==> config.mk <==
export PLATFORM = sky130hd
export DESIGN_NAME = fc_layer_sequencer
export DESIGN_NICKNAME = d
export VERILOG_FILES = /design/src/rtl/fc_layer_sequencer.sv
export SDC_FILE = /design/constraint.sdc
export NUM_CORES = 1
export LEC_CHECK = 0
export ABC_AREA = 1
export BUFFER_PORTS_ARGS = -buffer_cell sky130_fd_sc_hd__buf_2
export CAP_MARGIN = 40
export CORE_AREA = 2 2 98 171
export CTS_CLUSTER_DIAMETER = 200
export DETAILED_ROUTE_END_ITERATION = 16
export DIE_AREA = 0 0 100 173
export PLACE_DENSITY = 0.65
export SYNTH_ARGS = -nofsm -noshare
export SYNTH_HDL_FRONTEND = slang
export SYNTH_SLANG_ARGS = --single-unit
==> constraint.sdc <==
create_clock -name clk -period 2.91 [get_ports clk]
set_clock_uncertainty 0.2 [all_clocks]
set_input_delay 0.1455 -clock clk [delete_from_list [all_inputs] [get_ports clk]]
set_output_delay 0.1455 -clock clk [all_outputs]
set_load 0.02 [all_outputs]
==> src/rtl/fc_layer_sequencer.sv <==
// Fully connected layer sequencer: steps neuron groups through clear/feed/drain/capture over a shared MAC lane bank and streams one result per neuron; ReLU on output when FC_SEQ_RELU_EN is defined.
// Latency N_IN+3 cycles per group to first result; out_valid/out_ready stall freezes out_data/out_idx with no buffer reads or lane strobes.
module fc_layer_sequencer #(
  parameter int N_IN  = 64,
  parameter int N_OUT = 10,
  parameter int LANES = 5,
  parameter int AW    = $clog2(N_IN),
  parameter int WW    = $clog2(N_IN * ((N_OUT + LANES - 1) / LANES)),
  parameter int IW    = (N_OUT > 1) ? $clog2(N_OUT) : 1
) (
  input  logic                    clk,
  input  logic                    rst_n,
  input  logic                    start,
  output logic                    busy,
  output logic                    done,
  output logic                    act_rd,
  output logic [AW-1:0]           act_addr,
  output logic [WW-1:0]           wgt_addr,
  output logic                    lane_clr,
  output logic                    lane_en,
  input  logic [LANES*16-1:0]     lane_acc,
  output logic                    out_valid,
  input  logic                    out_ready,
  output logic signed [15:0]      out_data,
  output logic [IW-1:0]           out_idx
);

  localparam int NG = (N_OUT + LANES - 1) / LANES;
  localparam int GW = (NG > 1) ? $clog2(NG) : 1;
  localparam int JW = (LANES > 1) ? $clog2(LANES) : 1;

  localparam logic [AW-1:0] K_LAST   = AW'(N_IN - 1);
  localparam logic [IW-1:0] IDX_LAST = IW'(N_OUT - 1);
  localparam logic [JW-1:0] J_LAST   = JW'(LANES - 1);
  localparam logic [GW-1:0] G_LAST   = GW'(NG - 1);
  localparam logic [WW-1:0] W_STEP   = WW'(N_IN);

  typedef enum logic [2:0] {IDLE, CLR, FEED, DRAIN, CAPT, EMIT} state_t;

  state_t             state;
  logic [GW-1:0]      g;
  logic [JW-1:0]      j;
  logic [WW-1:0]      wbase;
  logic signed [15:0] shadow [LANES];

  logic               grp_end;
  logic               last_grp;
  logic [JW-1:0]      j_nxt;

  function automatic logic signed [15:0] relu(input logic signed [15:0] x);
`ifdef FC_SEQ_RELU_EN
    relu = x[15] ? 16'sd0 : x;
`else
    relu = x;
`endif
  endfunction

  // A group ends on its last lane, or earlier on the final neuron of a short last group.
  assign grp_end  = (j == J_LAST) || (out_idx == IDX_LAST);
  assign last_grp = (g == G_LAST);
  assign j_nxt    = j + 1'b1;

  always_ff @(posedge clk or negedge rst_n) begin
    if (!rst_n) begin
      state     <= IDLE;
      g         <= '0;
      j         <= '0;
      wbase     <= '0;
      busy      <= 1'b0;
      done      <= 1'b0;
      act_rd    <= 1'b0;
      act_addr  <= '0;
      wgt_addr  <= '0;
      lane_clr  <= 1'b0;
      lane_en   <= 1'b0;
      out_valid <= 1'b0;
      out_data  <= '0;
      out_idx   <= '0;
      for (int i = 0; i < LANES; i++) shadow[i] <= '0;
    end else begin
      done     <= 1'b0;
      lane_clr <= 1'b0;
      // Buffers answer one cycle after the read strobe.
      lane_en  <= act_rd;
      case (state)
        IDLE: begin
          if (start) begin
            state    <= CLR;
            lane_clr <= 1'b1;
            busy     <= 1'b1;
            g        <= '0;
            wbase    <= '0;
            out_idx  <= '0;
          end
        end
        CLR: begin
          state    <= FEED;
          act_rd   <= 1'b1;
          act_addr <= '0;
          wgt_addr <= wbase;
        end
        FEED: begin
          if (act_addr == K_LAST) begin
            state  <= DRAIN;
            act_rd <= 1'b0;
          end else begin
            act_addr <= act_addr + 1'b1;
            wgt_addr <= wgt_addr + 1'b1;
          end
        end
        DRAIN: state <= CAPT;
        CAPT: begin
          for (int i = 0; i < LANES; i++) shadow[i] <= lane_acc[16*i +: 16];
          j         <= '0;
          out_valid <= 1'b1;
          out_data  <= relu(lane_acc[15:0]);
          state     <= EMIT;
        end
        EMIT: begin
          if (out_ready) begin
            if (grp_end) begin
              out_valid <= 1'b0;
              if (last_grp) begin
                state <= IDLE;
                done  <= 1'b1;
                busy  <= 1'b0;
              end else begin
                state    <= CLR;
                lane_clr <= 1'b1;
                g        <= g + 1'b1;
                wbase    <= wbase + W_STEP;
                out_idx  <= out_idx + 1'b1;
              end
            end else begin
              j        <= j_nxt;
              out_idx  <= out_idx + 1'b1;
              out_data <= relu(shadow[j_nxt]);
            end
          end
        end
        default: state <= IDLE;
      endcase
    end
  end

endmodule

Yosys cells after proc, flatten, opt, wreduce, memory -nomap -nowiden
Cells that the tools add are included.
{ "op_classes": {"addsub": 6, "magnitude_cmp": 1, "eq_ne": 17, "n_mux": 53, "bitwise_logic": 1, "n_reduce_logical": 14} }
{ "ops": {"columns": ["cell", "n"], "rows": [
  ["$mux 16", 4],
  ["$bmux 16 s3", 1],
  ["$mux 7", 5],
  ["$pmux 16 s2", 1],
  ["$pmux 7 s2", 2],
  ["$mux 1", 20],
  ["$mux 3", 6],
  ["$pmux 3 s6", 1],
  ["$mux 4", 4],
  ["$ne 2x2->1 const B", 8],
  ["$pmux 6 s2", 1],
  ["$reduce_and 4->1", 3],
  ["$pmux 1 s2", 5],
  ["$reduce_and 5->1", 2],
  ["$eq 3x3->1 const B", 3],
  ["$pmux 4 s2", 1],
  ["$add 7x1->7 const B", 1],
  ["$add 7x7->7 const B", 1],
  ["$add 6x1->6 const B", 1],
  ["$eq 3x2->1 const B", 2],
  ["$eq 6x6->1 const B", 1],
  ["$mux 6", 1],
  ["$pmux 3 s2", 1],
  ["$reduce_and 3->1", 2],
  ["12 further kinds", 15]
]} }
{ "word_totals": {"ff_bits": 133, "in_bits": 84, "output_inout_bits": 39, "elab_cells": 111} }

Longest topological paths before layout
Gate-level depths: netlist (run 1).
{ "depth": {"word_depth": 8, "ltp_mapped": 13, "depth_no_buf": 10} }

Worst setup path before layout (run 1)
Ideal clock, no wire load.
{ "synth_path": {"path_kind": "register to register", "from": "register j[0]", "to": "register out_data[11]", "setup_ns": 0.116, "t_arrival_ns": 1.848, "required_ns": 2.594, "setup_slack_ns": 0.746, "stages_incl_launch_ff": 14, "n_path_buf": 3, "synth_period_minus_slack_ns": 2.164, "cell_sequence": "dfrtp_1 > inv_1 > clkbuf_1 > ha_1 > buf_2 > clkinv_1 > buf_2 > nor2_1 > o21ai_0 > nand2_1 > nand2_1 > nand2_1 > nand2_1 > nand2_1"} }
{ "synth_via": {"elab_chain_cells": 8, "elab_cells_between_ends": 12, "cone_classes": "add/sub: 1; eq/ne: 2; mux: 6; bitwise: 1; reduce/logical: 2"} }
{ "synth_rtl": {"columns": ["item", "line_no", "source"], "rows": [
  ["start, declared", "42", "logic [JW-1:0] j;"],
  ["start signal, assigned", "135", "j <= j_nxt;"],
  ["$add 3x1->3", "61", "assign j_nxt = j + 1'b1;"],
  ["$not 3->4 (implied by the code)", "137", "out_data <= relu(shadow[j_nxt]);"],
  ["$bmux 16 s3", "137", null],
  ["$mux 16 (implied by the code) (2 in series)", "137", null],
  ["$mux 16", "121", "if (grp_end) begin"],
  ["$mux 16", "120", "if (out_ready) begin"],
  ["$pmux 16 s2", "85", "case (state)"],
  ["end signal, assigned", "116", "out_data <= relu(lane_acc[15:0]);"],
  ["end signal, assigned", "137", null],
  ["end, declared", "24", "output logic signed [15:0] out_data,"]
]} }
Parallel ways exist; a longest one is shown, timed or not. The select of a mux whose other input is x is not followed.
A chain may end at the register's enable or synchronous reset.

Worst setup path after layout (run 1)
{ "layout_path": {"from": "register j[0]", "to": "register out_data[0]"} }
The elaborated chain is that of the path after synthesis.

==> flow_metrics.env, run 1 <==
export IMPL_finalPower_w=0.00861
export IMPL_p_leak_nw=4.56
export IMPL_yosysWarnings=0
export IMPL_final_cell_mix="nand2_1 (371), dfrtp_1 (127), buf_2 (121), nor2_1 (103), dlygate4sd3_1 (83)"
export IMPL_numCtsBuffers=17
export IMPL_start_util_pct=39.3
export IMPL_fillers=1552
export IMPL_synthCells=853
export IMPL_max_freq_mhz=434
export IMPL_grt_pass1_vias=5936
export IMPL_boundaryPins=123
export IMPL_cts_buffer_depth=2
export IMPL_critPathKind="reg -> reg"
export IMPL_start_kind="flop"
export IMPL_final_setup_viol_count=0
export IMPL_grt_pass1_wl_mm=29.3
export IMPL_crit_family="XOR/XNOR gates"
export IMPL_via_per_inst=4.74
export IMPL_diodes=0
export IMPL_avgRoutedWirePerCell_um=14.3
export IMPL_clk_pin_slew_ns=0.06
export IMPL_syn2layout_area_growth_pct=35.1
export IMPL_routed_via_count=5920
export IMPL_yosysUniqueCellTypes=29
export IMPL_drive_gt1_share_pct=16.6
export IMPL_max_slew_margin_rel_pct=43.8
export IMPL_status="finished clean"
export IMPL_fin_nets=1136
export IMPL_report_final_slew_viol_count=0
export IMPL_crit_buf_inv=1
export IMPL_tns_ns=0
export IMPL_hold_viol=0
export IMPL_h_tree_depth=4
export IMPL_finalWirelength_mm=17.8
export IMPL_cts_tree="yes"
export IMPL_layout_commonest_cell="nand2_1"
export IMPL_rows=61
export IMPL_cts_setup_buffers=0
export IMPL_synth_area_per_cell_um2=7.31
export IMPL_grt_max_degree=128
export IMPL_io_buffers=122
export IMPL_grt_total_usage_pct=21.8
export IMPL_ys_top_cells_by_area="dfrtp_1 (51%), nand2_1 (22%), nor2_1 (6.2%)"
export IMPL_cpMaxStageDelayCell="xnor2_2"
export IMPL_period_needed_ns=2.31
export IMPL_cts_root_buf="clkbuf_16"
export IMPL_multi_input_area_mm2=0.00264
export IMPL_synth_area_mm2=0.00624
export IMPL_synth_seq_cells=127
export IMPL_die_h_um=173
export IMPL_yosysTopAreaCell="dfrtp_1"
export IMPL_yosysTopAreaCellShare_pct=51.0
export IMPL_antenna_left=0
export IMPL_cts_resized=0
export IMPL_maxCapViolCount=0
export IMPL_synth_seq_area_share_pct=51.0
export IMPL_required_ns=3.01
export IMPL_cts_hold_buf=83
export IMPL_worst_path_most_repeated_cell="nand2_1"
export IMPL_rsz0062_at_grt="false"
export IMPL_cp_cell_sequence="ha_1, xnor2_2, inv_2, a21oi_1, nand2_1, nand2_1, nand2_1"
export IMPL_fp_dieW_um=100
export IMPL_crit_path_max_incr_delay_ns=0.66
export IMPL_drt_iter0_drc=379
export IMPL_core_area_mm2=0.0159
export IMPL_tightest_slew_ns=0.839
export IMPL_clk_latency_ns=0.42
export IMPL_seqCellArea_mm2=0.00318
export IMPL_irDropWorstVdd_mv=0.511
export IMPL_hp_class="in -> async"
export IMPL_die_area_mm2=0.0173
export IMPL_min_period_over_period_pct=79.2
export IMPL_syn_num_nets=943
export IMPL_clock_sinks=127
export IMPL_arrival_ns=2.41
export IMPL_crit_path_end_kind="flop"
export IMPL_cp_max_fo=18
export IMPL_antenna_found_initial=0
export IMPL_place_congestion=0.822
export IMPL_p_per_area_mw_per_mm2=1020
export IMPL_gr_total_overflow=0
export IMPL_drc=0
export IMPL_hpwlAfterDp_mm=12.1
export IMPL_first_pass_iters=4
## flip-flops by register name (all words and copies together), names as in the netlist
register and count:
act_addr 6, act_rd 1, busy 1, done 1, g 1, j 3
lane_clr 1, lane_en 1, out_data 16, out_idx 4, out_valid 1, shadow 80
state 3, wbase 1, wgt_addr 7
## layer usage
| metal | vias to the layer above | global-route usage, % | part of all wire, % |
|---|---|---|---|
| li1 | 3003 | - | - |
| met4 | 0 | 10.8 | 4.4 |
| met2 | 158 | 38.8 | 54 |
| met1 | 2716 | 24.6 | 38 |
| met3 | 43 | 3.88 | 3.7 |
| met5 | - | 0 | 0 |
## per-stage QoR
step           setup WS (ns)  instances  util, %  cell area [um^2]  hold WS [ns]
2_1_floorplan          0.746        853        -              6240        -0.350
3_3_place_gp           0.660       1133     44.0              6990         0.116
3_5_place_dp           0.620       1133     44.0              6990         0.115
4_1_cts                0.594       1248     53.1              8430         0.203
5_1_grt                0.327       1248     53.1              8430         0.209
6_report               0.605       1248     53.1              8430         0.187
## synthesized netlist by cell type, drive strengths merged
cell,instances
nand3,26
clkbuf,15
o21ai,73
o21bai,1
buf,24
xor2,3
o211ai,1
nand3b,1
nor2,104
or2,5
a21oi,19
clkinv,1
nand4,2
xnor2,1
ha,6
dfrtp,127
inv,64
nor3,5
nand2,375
## cell type report
type                    instances  area share (%)
flip-flops and latches        127            37.7
multi-input cells             622            31.3
repair buffers                213            18.1
clock buffers                  23            5.91
inverters                      65            2.89
well taps                     189            2.81
clock inverters                 9            1.26
## kinds of logic (layout without fill, tap and decap cells)
logic type	Yosys count	after routing	synth area share (%)
flip-flops	127	127	51.0
AND/OR/NAND/NOR	518	518	32.8
buffers and inverters	104	310	6.78
adder cells (fa/ha/maj)	6	6	1.20
XOR/XNOR	4	4	0.682
AO/OA/AOI/OAI	94	94	7.62
## path summary, 6_finish.rpt
path,start,endpoint,slack [ns],cells after the start
setup / recovery,j[0]$_DFFE_PN0P_,out_data[0]$_DFFE_PN0P_,0.60,7
hold / removal,rst_n,act_addr[5]$_DFFE_PN0P_,0.19,3
setup reg to reg,j[0]$_DFFE_PN0P_,out_data[0]$_DFFE_PN0P_,0.60,7
hold reg to reg,act_rd$_DFFE_PN0P_,lane_en$_DFF_PN0_,0.21,0
max in group asynchronous,rst_n,j[1]$_DFFE_PN0P_,1.79,3
min in group clk,act_rd$_DFFE_PN0P_,lane_en$_DFF_PN0_,0.21,0
## power by group
group	internal [W]	switching, W
Sequential	0.00253	0.000474
Combinational	0.00114	0.00231
Clock	0.00137	0.000784
## worst min-delay path, delay by kind of cell
| family | cells | cell delay, ns |
|---|---|---|
| buf+inv | 3 | 1.15 |
No activity file was read; power rests on OpenSTA's default activity.
==> run 2, diff against run 1 <==
--- a/config.mk
+++ b/config.mk
@@ -5,13 +5,13 @@
 export SDC_FILE = /design/constraint.sdc
 export NUM_CORES = 1
 export LEC_CHECK = 0
-export ABC_AREA = 1
+export ABC_AREA = 0
 export BUFFER_PORTS_ARGS = -buffer_cell sky130_fd_sc_hd__buf_2
 export CAP_MARGIN = 40
-export CORE_AREA = 2 2 98 171
+export CORE_AREA = 2 2 95 165
 export CTS_CLUSTER_DIAMETER = 200
 export DETAILED_ROUTE_END_ITERATION = 16
-export DIE_AREA = 0 0 100 173
+export DIE_AREA = 0 0 97 167
 export PLACE_DENSITY = 0.65
 export SYNTH_ARGS = -nofsm -noshare
 export SYNTH_HDL_FRONTEND = slang
==> constraint.sdc (replaced) <==
create_clock -name clk -period 2.16 [get_ports clk]
set_clock_uncertainty 0.2 [all_clocks]
set_input_delay 0.108 -clock clk [delete_from_list [all_inputs] [get_ports clk]]
set_output_delay 0.108 -clock clk [all_outputs]
set_load 0.02 [all_outputs]
==> run 2 against run 1 <==
- critical path depth shrank 1
- via count shrank 26%
- final cell count shrank 31%
- highest routed layer unchanged
==> flow_metrics.env, run 2 <==
export IMPL_crit_buf_inv=2
export IMPL_yosysTopAreaCell="dfrtp_1"
export IMPL_utilization_pct=55.6
export IMPL_synthTopCellsByCount="dfrtp_1 (127), mux2_2 (81), nand2_1 (38), nor2_1 (28)"
export IMPL_min_period_over_period_pct=95.0
export IMPL_die_area_mm2=0.0162
export IMPL_report_final_slew_viol_count=0
export IMPL_finalWirelength_mm=14.5
export IMPL_synthCells=447
export IMPL_synth_most_common_cell="dfrtp_1"
export IMPL_yosysWarnings=0
export IMPL_synth_edff_count=0
export IMPL_synth_seq_area_share_pct=54.8
export IMPL_first_pass_iters=4
export IMPL_irDropWorstVdd_mv=0.490
export IMPL_final_cell_mix="dfrtp_1 (126), buf_2 (121), dlygate4sd3_1 (83), mux2_2 (81), nand2_1 (38)"
export IMPL_critPathKind="reg -> reg"
export IMPL_maxCapViolCount=0
export IMPL_h_tree_depth=4
export IMPL_tns_ns=0
export IMPL_synth_area_per_cell_um2=13.0
export IMPL_hp_class="in -> async"
export IMPL_cpMaxStageDelayCell="dfrtp_2"
export IMPL_yosysUniqueCellTypes=47
export IMPL_max_slew_margin_rel_pct=53.6
export IMPL_via_per_inst=5.15
export IMPL_required_ns=2.24
export IMPL_ys_top_cells_by_area="dfrtp_1 (55%), mux2_2 (16%), mux4_2 (6.2%)"
export IMPL_fp_dieW_um=97
export IMPL_final_setup_viol_count=0
export IMPL_numCtsBuffers=17
export IMPL_crit_path_max_incr_delay_ns=0.41
export IMPL_arrival_ns=2.13
export IMPL_fin_nets=748
export IMPL_largestRegisters="shadow: 80 flops, out_data: 16 flops, wgt_addr: 7 flops"
export IMPL_grt_max_degree=128
export IMPL_avgRoutedWirePerCell_um=17.0
export IMPL_crit_family="flip-flops"
export IMPL_synthFlopType="dfrtp_1"
export IMPL_gr_total_overflow=0
export IMPL_antenna_left=0
export IMPL_place_congestion=0.842
export IMPL_setup_ws_ns=0.108
export IMPL_period_needed_ns=2.05
export IMPL_die_h_um=167
export IMPL_rsz0062_at_grt="false"
export IMPL_grt_pass1_vias=4744
export IMPL_cp_cell_sequence="inv_2, ha_1, buf_4, mux4_2, a221oi_1, o31ai_1"
export IMPL_hpwlAfterDp_mm=9.93
export IMPL_max_freq_mhz=487
export IMPL_place_ws_ns=0.0697
export IMPL_p_per_area_mw_per_mm2=705
export IMPL_antenna_found_initial=1
export IMPL_drive_gt1_share_pct=42.5
export IMPL_core_area_mm2=0.0148
export IMPL_synth_seq_cells=127
export IMPL_yosysTopAreaCellShare_pct=54.8
export IMPL_drt_iter0_drc=331
export IMPL_tightest_slew_ns=0.696
export IMPL_cts_tree="yes"
export IMPL_boundaryPins=123
export IMPL_layout_commonest_cell="dfrtp_1"
export IMPL_place_inst=739
export IMPL_clk_latency_ns=0.40
export IMPL_p_leak_nw=4.00
export IMPL_startpoint="j[0]$_DFFE_PN0P_"
export IMPL_syn2layout_area_growth_pct=42.4
export IMPL_clock_sinks=127
export IMPL_hold_viol=0
export IMPL_cts_buffer_depth=2
export IMPL_clk_pin_slew_ns=0.06
export IMPL_synth_area_mm2=0.00580
export IMPL_cts_setup_buffers=0
export IMPL_routed_via_count=4403
export IMPL_stdcell_count=855
export IMPL_syn_num_nets=537
export IMPL_largest_register_ffs=80
export IMPL_status="finished clean"
export IMPL_start_kind="flop"
export IMPL_crit_path_end_kind="flop"
export IMPL_cts_root_buf="clkbuf_16"
export IMPL_grt_pass1_wl_mm=24.1
export IMPL_io_buffers=122
export IMPL_synth_async_sr_flop_share_pct=100
export IMPL_grt_total_usage_pct=18.6
export IMPL_start_util_pct=39.1
export IMPL_regMostFlops="shadow"
export IMPL_drc=0
export IMPL_r2r_start="j[0]$_DFFE_PN0P_"
export IMPL_cp_max_fo=11
export IMPL_finalPower_w=0.00582
export IMPL_rows=59
==> run 2: changes by cell type in the layout (fill, tap and decap cells not counted), sizes merged, moves of 16 or more <==
cell,before,now
o21ai,73,9
nor2,104,28
mux4,0,16
mux2,0,81
nand2,375,38
inv,64,12
==> run 2: area by class of cell <==
cell class / count / area, um^2
Tap cell: 183 / 229
Sequential cell: 127 / 3180
Timing Repair Buffer: 222 / 1660
Clock buffer: 18 / 429
Fill cell: 1221 / 6580
Antenna cell: 1 / 2.50
Inverter: 7 / 26.3
Clock inverter: 14 / 228
Multi-Input combinational cell: 283 / 2500
==> run 2: metal layers <==
| layer | track usage (%) | share of wire [%] | vias up |
|---|---|---|---|
| li1 | - | - | 2072 |
| met1 | 22.5 | 41 | 2167 |
| met2 | 32.2 | 53 | 131 |
| met3 | 3.44 | 3.8 | 33 |
| met4 | 7.96 | 2.8 | 0 |
| met5 | 0 | 0 | - |
==> run 2: final timing paths <==
kind                                            endpoint  slack (ns)  depth (start not counted)
worst max-delay path            out_data[10]$_DFFE_PN0P_        0.11                          6
worst min-delay path              shadow[41]$_DFFE_PN0N_        0.13                          3
worst max register to register  out_data[10]$_DFFE_PN0P_        0.11                          6
worst min register to register         lane_en$_DFF_PN0_        0.21                          0
max in group asynchronous               j[0]$_DFFE_PN0P_        1.07                          3
min in group clk                       lane_en$_DFF_PN0_        0.21                          0
==> run 2: cells by family after synthesis <==
logic type,share of synthesized area [%]
flops,54.8
simple gates,8.85
mux,22.6
compound gates,8.33
buf+inv,3.02
xor+xnor,1.06
fa+ha+maj,1.29
==> run 2: timing repair <==
item	CTS	global route
gates resized for setup	0	2
hold endpoints to repair	227	0
hold buffers	83	0
setup endpoints to repair	0	5
==> run 2: metrics by stage <==
| step | instance area (um^2) | hold slack [ns] |
|---|---|---|
| finish | 8260 | 0.132 |
| global route | 8260 | 0.227 |
| CTS | 8250 | 0.194 |
| detailed placement | 6760 | 0.0681 |
| global placement | 6760 | 0.0590 |
| floorplan | 5850 | -0.388 |
==> run 2: report_power, final <==
part / internal (W) / switching (W)
registers: 0.00238 / 0.000000411
clock network: 0.00207 / 0.00110
logic: 0.000161 / 0.000105
total: 0.00462 / 0.00121
==> run 2: worst register-to-register path: stages (launching register included) <==
cell	delay (ns)
dfrtp_2	0.41
inv_2	0.06
ha_1	0.30
buf_4	0.22
mux4_2	0.34
a221oi_1	0.29
o31ai_1	0.12
==> run 3, diff against run 2 <==
--- a/config.mk
+++ b/config.mk
@@ -8,11 +8,11 @@
 export ABC_AREA = 0
 export BUFFER_PORTS_ARGS = -buffer_cell sky130_fd_sc_hd__buf_2
 export CAP_MARGIN = 40
-export CORE_AREA = 2 2 95 165
+export CORE_AREA = 2 2 147 106
 export CTS_CLUSTER_DIAMETER = 200
 export DETAILED_ROUTE_END_ITERATION = 16
-export DIE_AREA = 0 0 97 167
-export PLACE_DENSITY = 0.65
+export DIE_AREA = 0 0 149 108
+export PLACE_DENSITY = 0.66
 export SYNTH_ARGS = -nofsm -noshare
 export SYNTH_HDL_FRONTEND = slang
 export SYNTH_SLANG_ARGS = --single-unit
==> run 3 against run 2 <==
- design area is 0.35% higher
- routed wire length is 2.1% higher
- count of clock-buffer cells in the layout stayed put
- sequential power hardly changed
- first-iteration DRC count is 34% lower
- combinational power hardly changed
- worst hold slack better by 0.027 ns
- register-to-register slack hardly changed
- sequential share of layout area is 0.15 points lower
- global-route usage is 0.96 points higher
- setup slack worse by 0.0076 ns
- clock power is 6.3% lower
- largest power group unchanged
- highest routed layer unchanged
==> flow_metrics.env, run 3 (synthesis gave the netlist of run 2 again) <==
export IMPL_regMostFlops="shadow"
export IMPL_grt_pass1_wl_mm=24.2
export IMPL_h_tree_depth=4
export IMPL_clk_pin_slew_ns=0.06
export IMPL_p_leak_nw=4.02
export IMPL_cp_depth=4
export IMPL_swShare_pct=21.6
export IMPL_first_pass_iters=4
export IMPL_grt_pass1_vias=4717
export IMPL_max_slew_margin_rel_pct=55.4
export IMPL_drive_gt1_share_pct=43.4
export IMPL_layout_commonest_cell="dfrtp_1"
export IMPL_cts_buffer_depth=2
export IMPL_crit_path_end="wgt_addr[5]$_DFFE_PN0P_"
export IMPL_rsz0062_at_grt="false"
export IMPL_cp_max_fo=12
export IMPL_seqCellArea_mm2=0.00318
export IMPL_cpMaxStageDelayCell="dfrtp_1"
export IMPL_tightest_slew_ns=0.669
export IMPL_antenna_found_initial=0
export IMPL_crit_path_end_kind="flop"
export IMPL_largestRegisters="shadow: 80 flops, out_data: 16 flops, wgt_addr: 7 flops"
export IMPL_antenna_left=0
export IMPL_switching_power_w=0.00122
export IMPL_start_util_pct=39.9
export IMPL_crit_family="simple AND/OR/NAND/NOR gates"
export IMPL_crit_path_max_incr_delay_ns=0.56
export IMPL_diodes=0
export IMPL_p_per_area_mw_per_mm2=679
export IMPL_hold_viol=0
export IMPL_r2r_start="state[1]$_DFFE_PN0P_"
export IMPL_pwr_share_clk_pct=52.9
export IMPL_min_period_over_period_pct=95.4
export IMPL_max_freq_mhz=486
export IMPL_die_h_um=108
export IMPL_clock_sinks=127
export IMPL_maxCapViolCount=0
export IMPL_die_area_mm2=0.0161
export IMPL_hp_class="in -> async"
export IMPL_final_cell_mix="dfrtp_1 (127), buf_2 (121), dlygate4sd3_1 (83), mux2_2 (81), nand2_1 (38)"
export IMPL_fin_nets=755
export IMPL_drt_iter0_drc=220
export IMPL_irDropWorstVdd_mv=0.531
export IMPL_syn2layout_area_growth_pct=42.9
export IMPL_utilization_pct=57.0
export IMPL_clk_latency_ns=0.41
export IMPL_p_int_w=0.00441
export IMPL_drc=0
export IMPL_boundaryPins=123
export IMPL_place_congestion=0.786
export IMPL_status="finished clean"
export IMPL_fp_dieW_um=149
export IMPL_multi_input_area_mm2=0.00252
export IMPL_cts_root_buf="clkbuf_16"
export IMPL_critPathKind="reg -> reg"
export IMPL_grt_total_usage_pct=19.5
export IMPL_cp_cell_sequence="or3b_1, a21o_4, or4_1, nand2_1"
export IMPL_p_comb_share_pct=4.7
export IMPL_avgRoutedWirePerCell_um=17.0
export IMPL_crit_buf_inv=0
export IMPL_required_ns=2.31
export IMPL_io_buffers=122
export IMPL_tns_ns=0
export IMPL_core_area_mm2=0.0145
export IMPL_grt_max_degree=128
export IMPL_rrSetupSlack_ns=0.10
export IMPL_cts_tree="yes"
export IMPL_hpwlAfterDp_mm=9.82
export IMPL_worst_r2r_endpoint="wgt_addr[5]$_DFFE_PN0P_"
export IMPL_arrival_ns=2.21
export IMPL_gr_total_overflow=0
export IMPL_start_kind="flop"
export IMPL_report_final_slew_viol_count=0
export IMPL_largest_register_ffs=80
export IMPL_fillers=1227
export IMPL_final_setup_viol_count=0
export IMPL_startpoint="state[1]$_DFFE_PN0P_"
export IMPL_rows=37
export IMPL_finalWirelength_mm=14.8
export IMPL_pwr_share_seq_pct=42.3
export IMPL_routed_via_count=4428
export IMPL_reg2reg_depth=4
export IMPL_via_per_inst=5.07
export IMPL_period_needed_ns=2.06
export IMPL_numCtsBuffers=17
-- run 3: how the worst min path moves through the flow --
stage,slack [ns],endpoint,depth (start not counted)
after floorplan,-0.39,act_addr[0]$_DFFE_PN0P_,0
after global placement,0.07,shadow[3]$_DFFE_PN0N_,2
after detailed placement,0.08,shadow[3]$_DFFE_PN0N_,2
after CTS,0.18,shadow[51]$_DFFE_PN0N_,3
after global routing,0.23,lane_en$_DFF_PN0_,0
final,0.16,shadow[3]$_DFFE_PN0N_,3
-- run 3: what timing repair did --
| action | CTS | global route |
|---|---|---|
| hold buffers | 83 | 0 |
| endpoints found under the setup margin | 0 | 48 |
| endpoints found under the hold margin | 227 | 0 |
| buffers inserted | 0 | 2 |
| gates resized for setup | 0 | 7 |
-- run 3: per-layer routing --
| layer | GRT usage [%] | vias up | wire, um |
|---|---|---|---|
| met2 | 31.7 | 113 | 7140 |
| met4 | 5.37 | 0 | 175 |
| met1 | 26.5 | 2218 | 6810 |
| met5 | 0 | - | 0 |
| met3 | 4.68 | 17 | 709 |
| li1 | - | 2080 | - |
-- run 3: power by group through the flow --
stage | combinational, W | sequential [W] | clock [W]
finish | 0.000265 | 0.00238 | 0.00298
global route | 0.000293 | 0.00238 | 0.00316
CTS | 0.000265 | 0.00238 | 0.00304
detailed placement | 0.000149 | 0.00242 | 0
global placement | 0.000146 | 0.00242 | 0
floorplan | 0.0000103 | 0.00243 | 0
-- run 3: stage by stage --
step / worst slack (ns) / cells / cell area [um^2] / power (W) / hold WS [ns]
4_1_cts: 0.0568 / 871 / 8220 / 0.00568 / 0.184
3_5_place_dp: 0.0670 / 756 / 6770 / 0.00257 / 0.0770
3_3_place_gp: 0.114 / 756 / 6770 / 0.00257 / 0.0664
2_1_floorplan: 0.00910 / 447 / 5850 / 0.00244 / -0.388
5_1_grt: 0.00627 / 873 / 8290 / 0.00583 / 0.228
6_report: 0.100 / 873 / 8290 / 0.00562 / 0.159
-- run 3: tightest hold or removal path, delay by kind of cell --
kind,cells,cell delay (ns)
buffers and inverters,3,1.13
-- run 3: cell type report --
type	count	share of cell area, %
Clock inverter	14	2.13
Multi-Input combinational cell	283	30.5
Tap cell	195	2.94
Inverter	7	0.317
Timing Repair Buffer	229	20.5
Clock buffer	18	5.30
Sequential cell	127	38.4
